### src/rtl/cpu_fetch_queue_if.sv
// cpu_fetch_queue_if
// Bundles the fetch-side and decode-side signals of cpu_fetch_queue.
//   slave  : the queue itself (consumes i_*, drives o_*)
//   master : the surrounding pipeline (drives i_*, observes o_*)
// Signals:
//   i_tag/i_instruction/i_pc  fetch output; a changed tag marks a new instruction
//   i_flush                   discard all queued entries (redirect)
//   o_fetch_busy              queue full, fetch must hold its current tag
//   o_tag/o_instruction/o_pc  decode input; o_tag steps by one per delivered instruction
//   i_decode_busy             decode cannot take an instruction this cycle
//   o_count                   current occupancy
interface cpu_fetch_queue_if #(
  parameter int unsigned DEPTH = 4
);
  logic [7:0]             i_tag;
  logic [31:0]            i_instruction;
  logic [31:0]            i_pc;
  logic                   i_flush;
  logic                   o_fetch_busy;
  logic [7:0]             o_tag;
  logic [31:0]            o_instruction;
  logic [31:0]            o_pc;
  logic                   i_decode_busy;
  logic [$clog2(DEPTH):0] o_count;

  modport slave (
    input  i_tag, i_instruction, i_pc, i_flush, i_decode_busy,
    output o_fetch_busy, o_tag, o_instruction, o_pc, o_count
  );

  modport master (
    output i_tag, i_instruction, i_pc, i_flush, i_decode_busy,
    input  o_fetch_busy, o_tag, o_instruction, o_pc, o_count
  );
endinterface

### src/rtl/cpu_fetch_queue.sv
// cpu_fetch_queue
// Decouples the fetch stage from decode with a DEPTH-entry FIFO of {instruction, pc}.
// Fetch presents a tag; any tag different from the last accepted one is a new instruction.
// Decode sees a registered output whose tag increments by one for every instruction delivered.
// Ports:
//   i_clock  rising-edge clock
//   i_reset  asynchronous, active-high reset
//   bus      cpu_fetch_queue_if.slave (fetch inputs, decode outputs, occupancy)
// Parameters:
//   DEPTH    FIFO entries, power of two in 2..16
// Build option:
//   FETCH_QUEUE_BYPASS_EN  when defined, a new instruction arriving at an empty queue with decode
//                          idle goes straight into the output register (one-cycle latency).
//                          When undefined every instruction passes through the FIFO.
module cpu_fetch_queue #(
  parameter int unsigned DEPTH = 4
) (
  input logic               i_clock,
  input logic               i_reset,
  cpu_fetch_queue_if.slave  bus
);

  localparam int unsigned PtrW = $clog2(DEPTH);
  localparam int unsigned CntW = PtrW + 1;

  logic [PtrW-1:0] rd_ptr_q, rd_ptr_d;
  logic [PtrW-1:0] wr_ptr_q, wr_ptr_d;
  logic [CntW-1:0] count_q, count_d;
  logic [7:0]      last_tag_q;
  logic [7:0]      out_tag_q;
  logic [31:0]     out_instr_q;
  logic [31:0]     out_pc_q;
  logic [63:0]     mem_q [DEPTH];

  logic new_tag;
  logic full;
  logic empty;
  logic bypass;
  logic accept;
  logic pop;

  always_comb begin
    new_tag = (bus.i_tag != last_tag_q);
    full    = (count_q == CntW'(DEPTH));
    empty   = (count_q == '0);

`ifdef FETCH_QUEUE_BYPASS_EN
    // A flush forces the entry into the FIFO so the post-flush count is exactly one.
    bypass = empty && new_tag && !bus.i_decode_busy && !bus.i_flush;
`else
    bypass = 1'b0;
`endif

    // A flush empties the queue first, so a new tag is accepted even when it was full.
    accept = new_tag && !bypass && (bus.i_flush || !full);
    pop    = !bus.i_flush && !bus.i_decode_busy && !empty;

    wr_ptr_d = accept ? wr_ptr_q + PtrW'(1) : wr_ptr_q;

    if (bus.i_flush) begin
      rd_ptr_d = wr_ptr_q;
      count_d  = CntW'(accept);
    end else begin
      rd_ptr_d = pop ? rd_ptr_q + PtrW'(1) : rd_ptr_q;
      count_d  = count_q + CntW'(accept) - CntW'(pop);
    end
  end

  always_ff @(posedge i_clock or posedge i_reset) begin
    if (i_reset) begin
      rd_ptr_q    <= '0;
      wr_ptr_q    <= '0;
      count_q     <= '0;
      last_tag_q  <= '0;
      out_tag_q   <= '0;
      out_instr_q <= '0;
      out_pc_q    <= '0;
    end else begin
      rd_ptr_q <= rd_ptr_d;
      wr_ptr_q <= wr_ptr_d;
      count_q  <= count_d;
      // A rejected tag (queue full) leaves last_tag alone so it is retried next cycle.
      if (accept || bypass) begin
        last_tag_q <= bus.i_tag;
      end
      if (pop) begin
        out_tag_q   <= out_tag_q + 8'd1;
        out_instr_q <= mem_q[rd_ptr_q][63:32];
        out_pc_q    <= mem_q[rd_ptr_q][31:0];
      end else if (bypass) begin
        out_tag_q   <= out_tag_q + 8'd1;
        out_instr_q <= bus.i_instruction;
        out_pc_q    <= bus.i_pc;
      end
    end
  end

  // Storage is deliberately left unreset; count and pointers define what is valid.
  always_ff @(posedge i_clock) begin
    if (accept) begin
      mem_q[wr_ptr_q] <= {bus.i_instruction, bus.i_pc};
    end
  end

  assign bus.o_fetch_busy  = full;
  assign bus.o_count       = count_q;
  assign bus.o_tag         = out_tag_q;
  assign bus.o_instruction = out_instr_q;
  assign bus.o_pc          = out_pc_q;

endmodule

### src/flat_wrapper.sv
// flat-port wrapper written by rule: the top's interface ports become plain ports
module cpu_fetch_queue_flat 
#(
  parameter int unsigned DEPTH = 4
)
  (i_clock, i_reset, bus_i_tag, bus_i_instruction, bus_i_pc, bus_i_flush, bus_i_decode_busy, bus_o_fetch_busy, bus_o_tag, bus_o_instruction, bus_o_pc, bus_o_count);
  cpu_fetch_queue_if #(.DEPTH(DEPTH)) bus_i ();
  input logic i_clock;
  input logic i_reset;
  input wire logic [$bits(bus_i.i_tag)-1:0] bus_i_tag;
  input wire logic [$bits(bus_i.i_instruction)-1:0] bus_i_instruction;
  input wire logic [$bits(bus_i.i_pc)-1:0] bus_i_pc;
  input wire logic [$bits(bus_i.i_flush)-1:0] bus_i_flush;
  input wire logic [$bits(bus_i.i_decode_busy)-1:0] bus_i_decode_busy;
  output wire logic [$bits(bus_i.o_fetch_busy)-1:0] bus_o_fetch_busy;
  output wire logic [$bits(bus_i.o_tag)-1:0] bus_o_tag;
  output wire logic [$bits(bus_i.o_instruction)-1:0] bus_o_instruction;
  output wire logic [$bits(bus_i.o_pc)-1:0] bus_o_pc;
  output wire logic [$bits(bus_i.o_count)-1:0] bus_o_count;
  assign bus_i.i_tag = bus_i_tag;
  assign bus_i.i_instruction = bus_i_instruction;
  assign bus_i.i_pc = bus_i_pc;
  assign bus_i.i_flush = bus_i_flush;
  assign bus_i.i_decode_busy = bus_i_decode_busy;
  assign bus_o_fetch_busy = bus_i.o_fetch_busy;
  assign bus_o_tag = bus_i.o_tag;
  assign bus_o_instruction = bus_i.o_instruction;
  assign bus_o_pc = bus_i.o_pc;
  assign bus_o_count = bus_i.o_count;
  cpu_fetch_queue #(.DEPTH(DEPTH)) u_core (.i_clock(i_clock), .i_reset(i_reset), .bus(bus_i));
endmodule
### config.mk
export PLATFORM = sky130hd
export DESIGN_NAME = cpu_fetch_queue_flat
export DESIGN_NICKNAME = d
export VERILOG_FILES = /design/src/rtl/cpu_fetch_queue_if.sv /design/src/rtl/cpu_fetch_queue.sv /design/src/flat_wrapper.sv
export SDC_FILE = /design/constraint.sdc
export NUM_CORES = 1
export LEC_CHECK = 0
export ABC_CLOCK_PERIOD_IN_PS = 4300
export CORE_ASPECT_RATIO = 2
export CORE_MARGIN = 3
export CORE_UTILIZATION = 40
export DETAILED_ROUTE_END_ITERATION = 8
export DONT_BUFFER_PORTS = 1
export SETUP_SLACK_MARGIN = 0.15
export SYNTH_ARGS = -nofsm -noshare
export SYNTH_HDL_FRONTEND = slang
export SYNTH_SLANG_ARGS = --single-unit
export TNS_END_PERCENT = 30
### constraint.sdc
create_clock -name i_clock -period 4.3 [get_ports i_clock]
set_input_delay 1.075 -clock i_clock [delete_from_list [all_inputs] [get_ports i_clock]]
set_output_delay 1.075 -clock i_clock [all_outputs]
set_load 0.01 [all_outputs]
Yosys cells after proc, flatten, opt, wreduce, memory -nomap -nowiden
Memories as Yosys holds them, arrays and structs flattened. A register that Yosys moved wholly into a read port is not among the register bits. Index checks and enable logic that the tools add are counted.

Word-level logic and storage cells: 28. Memories kept: 1. Register bits after elaboration: 23. Output and inout bits: 76. Bits in writable memories: 256.

Memories: u_core.mem_q (words 4, width 64, rd ports 1, clocked after Yosys merged registers in 1, wr ports 1, RTL line cpu_fetch_queue.sv:33) `logic [63:0] mem_q [DEPTH];`.

Reduce and logical (&&, ||, !) cells: 10. Add/subtract/negate cells: 5. Mux-type cells: 5. Equality and inequality tests: 2.

Operator list (number): 8-bit by 1-bit adder with 8-bit output (second input constant) (1); 8-bit inequality test (1); 2-bit by 1-bit adder with 2-bit output (second input constant) (2); 1-bit zero test (4); 2-bit 2-to-1 mux (2); 3-bit by 1-bit adder with 3-bit output (1); 3-bit equality test (second input constant) (1); 1-bit logical AND (3); 3-bit zero test (1); 3-bit 2-to-1 mux (1); 3-bit by 1-bit subtractor with 3-bit output (1); 1-bit 2-to-1 mux (2); 2-bit nonzero test (1); 1-bit logical OR (1).

Logic depth before layout (Yosys ltp)
Gate-level depths: netlist (run 1).

Depth after elaboration: 7. Gate-level depth with buffers: 12. Gate-level depth less buffers: 10.

Least setup slack after synthesis (run 1)
OpenSTA, ideal clock, no wires.

Path type: input to register. Start point: input port bus_i_tag[1]. End point: memory u_core.mem_q[0][0], enable pin. Library setup time: 0.394 ns. Arrival: 2.695 ns. Slack: 1.211 ns. Cell stages on the path: 5. Required time: 3.906 ns. Buffers on the path: 1. Cells stage by stage: xor2_1 nor4_2 a22oi_2 buf_6 and2_2.

Word-level cells in the longest chain between the ends: 4.

RTL lines: start: declaration (RTL line flat_wrapper.sv:10) `input wire logic [$bits(bus_i.i_tag)-1:0] bus_i_tag;`; 8-bit inequality test (RTL line cpu_fetch_queue.sv:43) `new_tag = (bus.i_tag != last_tag_q);`; 1-bit logical AND (RTL line cpu_fetch_queue.sv:55) `accept = new_tag && !bypass && (bus.i_flush || !full);`; named net u_core.accept (RTL line cpu_fetch_queue.sv:39) `logic accept;`; 1-bit 2-to-1 mux (RTL line cpu_fetch_queue.sv:100) `if (accept) begin`; 1-bit 2-to-1 mux (not written as such) (RTL line cpu_fetch_queue.sv:101) `mem_q[wr_ptr_q] <= {bus.i_instruction, bus.i_pc};`; end: declaration (RTL line cpu_fetch_queue.sv:33).

The timed path passes the listed nets, and every way through them passes these cells.

Final worst setup path (run 1)
Start point: register u_core.count_q[1], in the netlist u_core.bus.o_count[1]. End point: output port bus_o_fetch_busy.

Word-level cells in the longest chain between the ends: 1.

RTL lines: start: declaration (RTL line cpu_fetch_queue.sv:28) `logic [CntW-1:0] count_q, count_d;`; start signal: assignment (RTL line cpu_fetch_queue.sv:81) `count_q <= count_d;`; 3-bit equality test (RTL line cpu_fetch_queue.sv:44) `full = (count_q == CntW'(DEPTH));`; end: declaration (RTL line flat_wrapper.sv:15) `output wire logic [$bits(bus_i.o_fetch_busy)-1:0] bus_o_fetch_busy;`.

No other way between the ends.

==> results.py, run 1 <==
metrics = {
    "run_status": {
        "outcome": "completed",
    },
    "yosys": {
        "seq_area_frac_synth_pct": 77.0,
        "ys_ff_latch": 343,
        "syn_inst": 711,
        "synthesis.area_sq_um": 12800,
        "syn_area_per_cell_sq_um": 18.0,
        "syn_nets": 795,
        "ys_warn_count": 0,
        "ys_types": 30,
    },
    "global_routing": {
        "antenna_found_initial": 0,
        "grt.overflow.total": 0,
        "grt_max_degree": 70,
        "grt_pass1_vias": 6678,
        "track_usage_pct": 15.3,
        "grt_pass1_wl_um": 40100,
    },
    "sta": {
        "fin_crit_sh_pct": 61.2,
        "maxSlewHeadroom_pct": 30.7,
        "finalSetupViolCount": 0,
        "clock_skew_ns": 0.00840,
        "tns_ns": 0,
        "layout_min_cycle_time_ns": 2.63,
        "slew_violations": 0,
        "rsz0062_at_grt": "no",
        "max_slew.worst_pin.slew_ns": 1.04,
        "hold_ws_ns": 0.528,
        "hold_violations": 0,
        "fmax_ghz": 0.380,
    },
    "placed_design": {
        "portBuffers": 0,
        "place_congestion": 0.766,
        "dp.cells": 1109,
        "place_area_sq_um": 13200,
        "hpwl_um": 16300,
    },
    "hold_path": {
        "hold_class": "in -> async",
    },
    "route": {
        "vias_per_cell": 5.12,
        "dr.first_iter.drc_count": 300,
        "ant_nets": 0,
        "via_count": 5947,
        "wl_per_cell_um": 22.3,
        "drtPass1Iterations": 6,
        "drcViolationCount": 0,
        "routed_wl_um": 25900,
    },
    "clock_network": {
        "cts_buffer_depth": 3,
        "ctsResizeCount": 0,
        "postCtsHoldBufs": 0,
        "post_cts_buffers": 0,
        "clock_tree.root_cell": "clkbuf_16",
        "cts_tree": "built",
        "htree_levels": 1,
        "cts_buffers": 29,
        "clk_latency_ns": 0.55,
        "cts_num_sinks": 343,
        "path_clk_slew_ns": 0.07,
    },
    "final_layout": {
        "final_area_sq_um": 14200,
        "layout-drive-gt1-share_pct": 18.4,
        "ff_latch_area_sq_um": 9870,
        "nets": 801,
        "final_cell_mix": "edfxtp_1 (256), nand2_1 (204), dfrtp_1 (85)",
        "area_growth_pct": 11.2,
        "final_common_cell": "edfxtp_1",
        "nFillCells": 2751,
        "multiInputGateArea_sq_um": 2770,
        "n_antenna_cell": 0,
        "fin_cells": 1162,
    },
    "critical_path": {
        "cp_top_family": "simple AND/OR/NAND/NOR gates",
        "cp_slowest_stage_delay_ns": 0.52,
        "arrival_ns": 1.56,
        "worstPathRequired_ns": 3.22,
        "cp.buffers_inverters": 0,
        "crit_slowest_cell": "nor3b_1",
        "critical_path_class": "reg -> out",
        "path_cells": "nor3b_1",
        "start_kind": "register",
        "critPathCaptureType": "output pin",
        "path_max_fanout": 5,
    },
    "floorplan": {
        "core_area_sq_um": 31500,
        "io_pins": 152,
        "start_util_pct": 40.6,
        "die_y_um": 259,
        "die-area_sq_um": 34300,
        "num_rows": 92,
        "die_w_um": 133,
    },
    "pwr": {
        "leakage_nw": 5.27,
        "power.density_nw_per_um2": 745,
        "peakVddDrop_v": 0.000416,
    },
    "flow_run": {
        "cap_violations": 0,
    },
}
registers in the layout, indices dropped and copies added, names as in the netlist:
name and count:
u_core.last_tag_q 8, u_core.bus.o_count 3, u_core.mem_q 256, u_core.bus.o_tag 8, u_core.rd_ptr_q 2, u_core.wr_ptr_q 2, u_core.bus.o_instruction 32, u_core.bus.o_pc 32
layout make-up:
type / instances / share of cell area (%)
flip-flops and latches: 343 / 69.3
multi-input cells: 329 / 19.4
clock buffers: 42 / 5.86
well taps: 423 / 3.72
clock inverters: 11 / 1.12
repair buffers: 6 / 0.316
inverters: 8 / 0.228
metal layers:
layer	wire, um	GRT usage [%]	vias to the layer above
met5	0	0	-
met4	773	5.61	0
met3	1480	3.37	45
met2	14800	29.3	158
met1	8870	16.2	3103
li1	-	-	2641
where the power goes:
group | internal, mW | switching, mW
Clock | 1.58 | 1.13
Combinational | 0.953 | 1.18
Sequential | 4.93 | 0.842
cell usage after synthesis, drive strengths merged:
library cell / number / area share, %
dfrtp: 87 / 17
xor2: 12 / 0.82
nor3: 2 / 0.078
a211oi: 2 / 0.12
a31oi: 1 / 0.049
and3: 1 / 0.049
and2: 4 / 0.23
a22oi: 1 / 0.098
mux2: 9 / 0.91
edfxtp: 256 / 60
clkbuf: 7 / 0.21
nor4: 3 / 0.24
o21ai: 3 / 0.12
buf: 24 / 1.0
fa: 1 / 0.16
nand2: 205 / 6.0
xnor2: 5 / 0.34
mux4: 64 / 11
nor2: 4 / 0.12
inv: 8 / 0.23
nand3: 1 / 0.039
or3: 3 / 0.15
ha: 7 / 0.68
nor3b: 1 / 0.059
path summary, 6_finish.rpt:
path / endpoint / start / cells after the start / slack (ns)
hold / removal: u_core.last_tag_q[4] / i_reset / 1 / 0.53
min in group i_clock: u_core.last_tag_q[5] / u_core.last_tag_q[5] / 1 / 0.53
setup / recovery: bus_o_fetch_busy / u_core.bus.o_count[1] / 1 / 1.67
setup reg to reg: u_core.mem_q[1][32] / u_core.last_tag_q[2] / 5 / 1.83
hold reg to reg: u_core.last_tag_q[5] / u_core.last_tag_q[5] / 1 / 0.53
max in group asynchronous: u_core.bus.o_pc[0] / i_reset / 2 / 2.86
logic make-up after synthesis:
group	after synthesis	synth area share (%)
flops	343	77.0
simple gates	224	6.97
mux	73	12.2
buf+inv	39	1.47
xor+xnor	17	1.16
fa+ha+maj	8	0.840
compound gates	7	0.381
metrics by stage:
stage	setup slack (ns)	total power [mW]	utilization, %
after floorplan	0.975	7.24	-
after global placement	1.23	7.99	42.0
after detailed placement	1.19	8.10	42.0
after CTS	1.63	10.8	45.2
after global routing	1.60	11.2	45.2
final	1.67	10.6	45.2
No activity file was read; power rests on OpenSTA's default activity.
==> run 2, diff against run 1 <==
--- a/config.mk
+++ b/config.mk
@@ -5,7 +5,7 @@
 export SDC_FILE = /design/constraint.sdc
 export NUM_CORES = 1
 export LEC_CHECK = 0
-export ABC_CLOCK_PERIOD_IN_PS = 4300
+export ABC_CLOCK_PERIOD_IN_PS = 2200
 export CORE_ASPECT_RATIO = 2
 export CORE_MARGIN = 3
 export CORE_UTILIZATION = 40
==> constraint.sdc (replaced) <==
create_clock -name i_clock -period 2.2 [get_ports i_clock]
set_input_delay 0.55 -clock i_clock [delete_from_list [all_inputs] [get_ports i_clock]]
set_output_delay 0.55 -clock i_clock [all_outputs]
set_load 0.01 [all_outputs]
==> run 2 against run 1 <==
Setup slack got worse by 1.5 ns. Sequential share of layout area down 2.2 points. First-iteration DRC count is 12% lower. Routed wire length decreased by 0.34%. Sequential power rose by 89%. Flip-flop and latch count unchanged. Clock skew is essentially flat.
==> results.py, run 2 (synthesis results as in run 1) <==
metrics = {
    "global_routing": {
        "grt_pass1_vias": 6725,
        "track_usage_pct": 15.2,
        "grt_pass1_wl_um": 39900,
        "grt.overflow.total": 0,
        "antenna_found_initial": 0,
        "grt_max_degree": 70,
    },
    "final_layout": {
        "final_common_cell": "edfxtp_1",
        "largest_register": "u_core.mem_q",
        "n_antenna_cell": 0,
        "nets": 828,
        "largest_register_ff_count": 256,
        "area_growth_pct": 14.8,
        "final_cell_mix": "edfxtp_1 (256), nand2_1 (204), dfrtp_1 (85)",
        "fin_cells": 1189,
        "layout-drive-gt1-share_pct": 22.6,
        "nFillCells": 2708,
    },
    "route": {
        "drcViolationCount": 0,
        "via_count": 5970,
        "drtPass1Iterations": 4,
        "vias_per_cell": 5.02,
        "ant_nets": 0,
        "routed_wl_um": 25800,
        "wl_per_cell_um": 21.7,
        "dr.first_iter.drc_count": 264,
    },
    "critical_path": {
        "cp.depth": 9,
        "timing.critical_path.from": "u_core.bus.o_count[1]",
        "worstRegToRegCells": 9,
        "crit_top_cell": "inv_2",
        "start_kind": "register",
        "cp_slowest_stage_delay_ns": 0.51,
        "cp.buffers_inverters": 3,
        "worstSetupEndpoint": "u_core.bus.o_count[1]",
        "r2r_start": "u_core.bus.o_count[1]",
        "r2r_end": "u_core.bus.o_count[1]",
        "critPathCaptureType": "register",
        "worstPathRequired_ns": 2.65,
        "path_max_fanout": 2,
        "critical_path_class": "reg -> reg",
        "rrSetupSlack_ns": 0.18,
        "path_cells": "or3_4 -> nand2_4 -> inv_2 -> ha_4 -> inv_2 -> ha_2 -> inv_2 -> fa_2 -> nor2_1",
        "cp_top_family": "adder cells",
        "crit_slowest_cell": "fa_2",
        "arrival_ns": 2.47,
    },
    "floorplan": {
        "die-area_sq_um": 34300,
        "start_util_pct": 40.6,
        "io_pins": 152,
        "die_y_um": 259,
        "die_w_um": 133,
        "core_area_sq_um": 31500,
        "num_rows": 92,
    },
    "hold_path": {
        "hold_class": "in -> reg",
    },
    "placed_design": {
        "post-place-ws_ns": 0.0365,
        "hpwl_um": 17100,
        "portBuffers": 0,
        "dp.cells": 1133,
        "place_congestion": 0.750,
    },
    "run_status": {
        "outcome": "completed",
    },
    "clock_network": {
        "path_clk_slew_ns": 0.07,
        "cts_num_sinks": 343,
        "cts_tree": "built",
        "cts_buffer_depth": 3,
        "cts_buffers": 29,
        "clock_tree.root_cell": "clkbuf_16",
        "clk_latency_ns": 0.55,
        "htree_levels": 1,
    },
    "sta": {
        "worst_slack_ns": 0.175,
        "slew_violations": 0,
        "finalSetupViolCount": 0,
        "hold_violations": 0,
        "fmax_ghz": 0.494,
        "rsz0062_at_grt": "yes",
        "layout_min_cycle_time_ns": 2.02,
        "max_slew.worst_pin.slew_ns": 0.815,
        "fin_crit_sh_pct": 92.0,
        "maxSlewHeadroom_pct": 45.7,
        "clock_skew_ns": 0.00793,
    },
    "pwr": {
        "p_total_mw": 21.3,
        "power.density_nw_per_um2": 1450,
        "peakVddDrop_v": 0.000767,
        "leakage_nw": 5.47,
    },
    "flow_run": {
        "cap_violations": 0,
    },
}
run 2: cell count changes in the layout (fill, tap and decap cells not counted), sizes merged, moves of 2 or more:
cell      previous run  this run
buf                  6        32
clkbuf              42        35
clkinv               6        11
clkinvlp             1         3
run 2: area by class of cell:
class | count | area (sq um) | share of cell area [%]
flip-flops and latches | 343 | 9870 | 67.2
multi-input cells | 329 | 2800 | 19.1
inverters | 8 | 33.8 | 0.230
clock inverters | 18 | 185 | 1.26
repair buffers | 33 | 478 | 3.25
well taps | 423 | 529 | 3.60
clock buffers | 35 | 800 | 5.44
run 2: routing by layer:
layer	GRT usage, %	routed length [um]
met4	5.61	782
met3	3.82	1480
met2	28.4	14500
met1	16.4	9070
met5	0	0
run 2: worst min path at each step:
stage	slack, ns	cells past startpoint	from	end
5_1_grt	0.03	1	bus_i_flush	u_core.bus.o_count[1]
2_1_floorplan	0.50	2	u_core.wr_ptr_q[0]	u_core.rd_ptr_q[0]
6_report	0.06	1	bus_i_flush	u_core.bus.o_count[2]
3_3_place_gp	0.51	1	u_core.last_tag_q[5]	u_core.last_tag_q[5]
3_5_place_dp	0.52	1	u_core.last_tag_q[1]	u_core.last_tag_q[1]
4_1_cts	0.02	1	bus_i_flush	u_core.bus.o_count[2]
run 2: what timing repair did:
action / CTS / global route
endpoints found under the hold margin: 56 / 0
cloned: 0 / 0
hold buffers: 1 / 0
pin swaps: 5 / 2
resized for setup: 6 / 6
endpoints found under the setup margin: 3 / 20
buffers inserted: 2 / 0
run 2: per-stage QoR:
step	util (%)	area (sq um)	hold slack, ns	TNS [ns]
after floorplan	-	12800	0.499	-93.54
after global placement	43.3	13600	0.514	0
after CTS	46.5	14700	0.0244	0
final	46.6	14700	0.0589	0
after global routing	46.6	14700	0.0315	0
after detailed placement	43.3	13600	0.519	0
run 2: report_power, final:
part / internal (mW) / total (mW) / switching [mW] / leakage (nW)
logic: 2.47 / 5.21 / 2.74 / 1.51
registers: 9.58 / 10.9 / 1.30 / 3.47
clock network: 2.96 / 5.23 / 2.27 / 0.486
total: 15.0 / 21.3 / 6.32 / 5.47
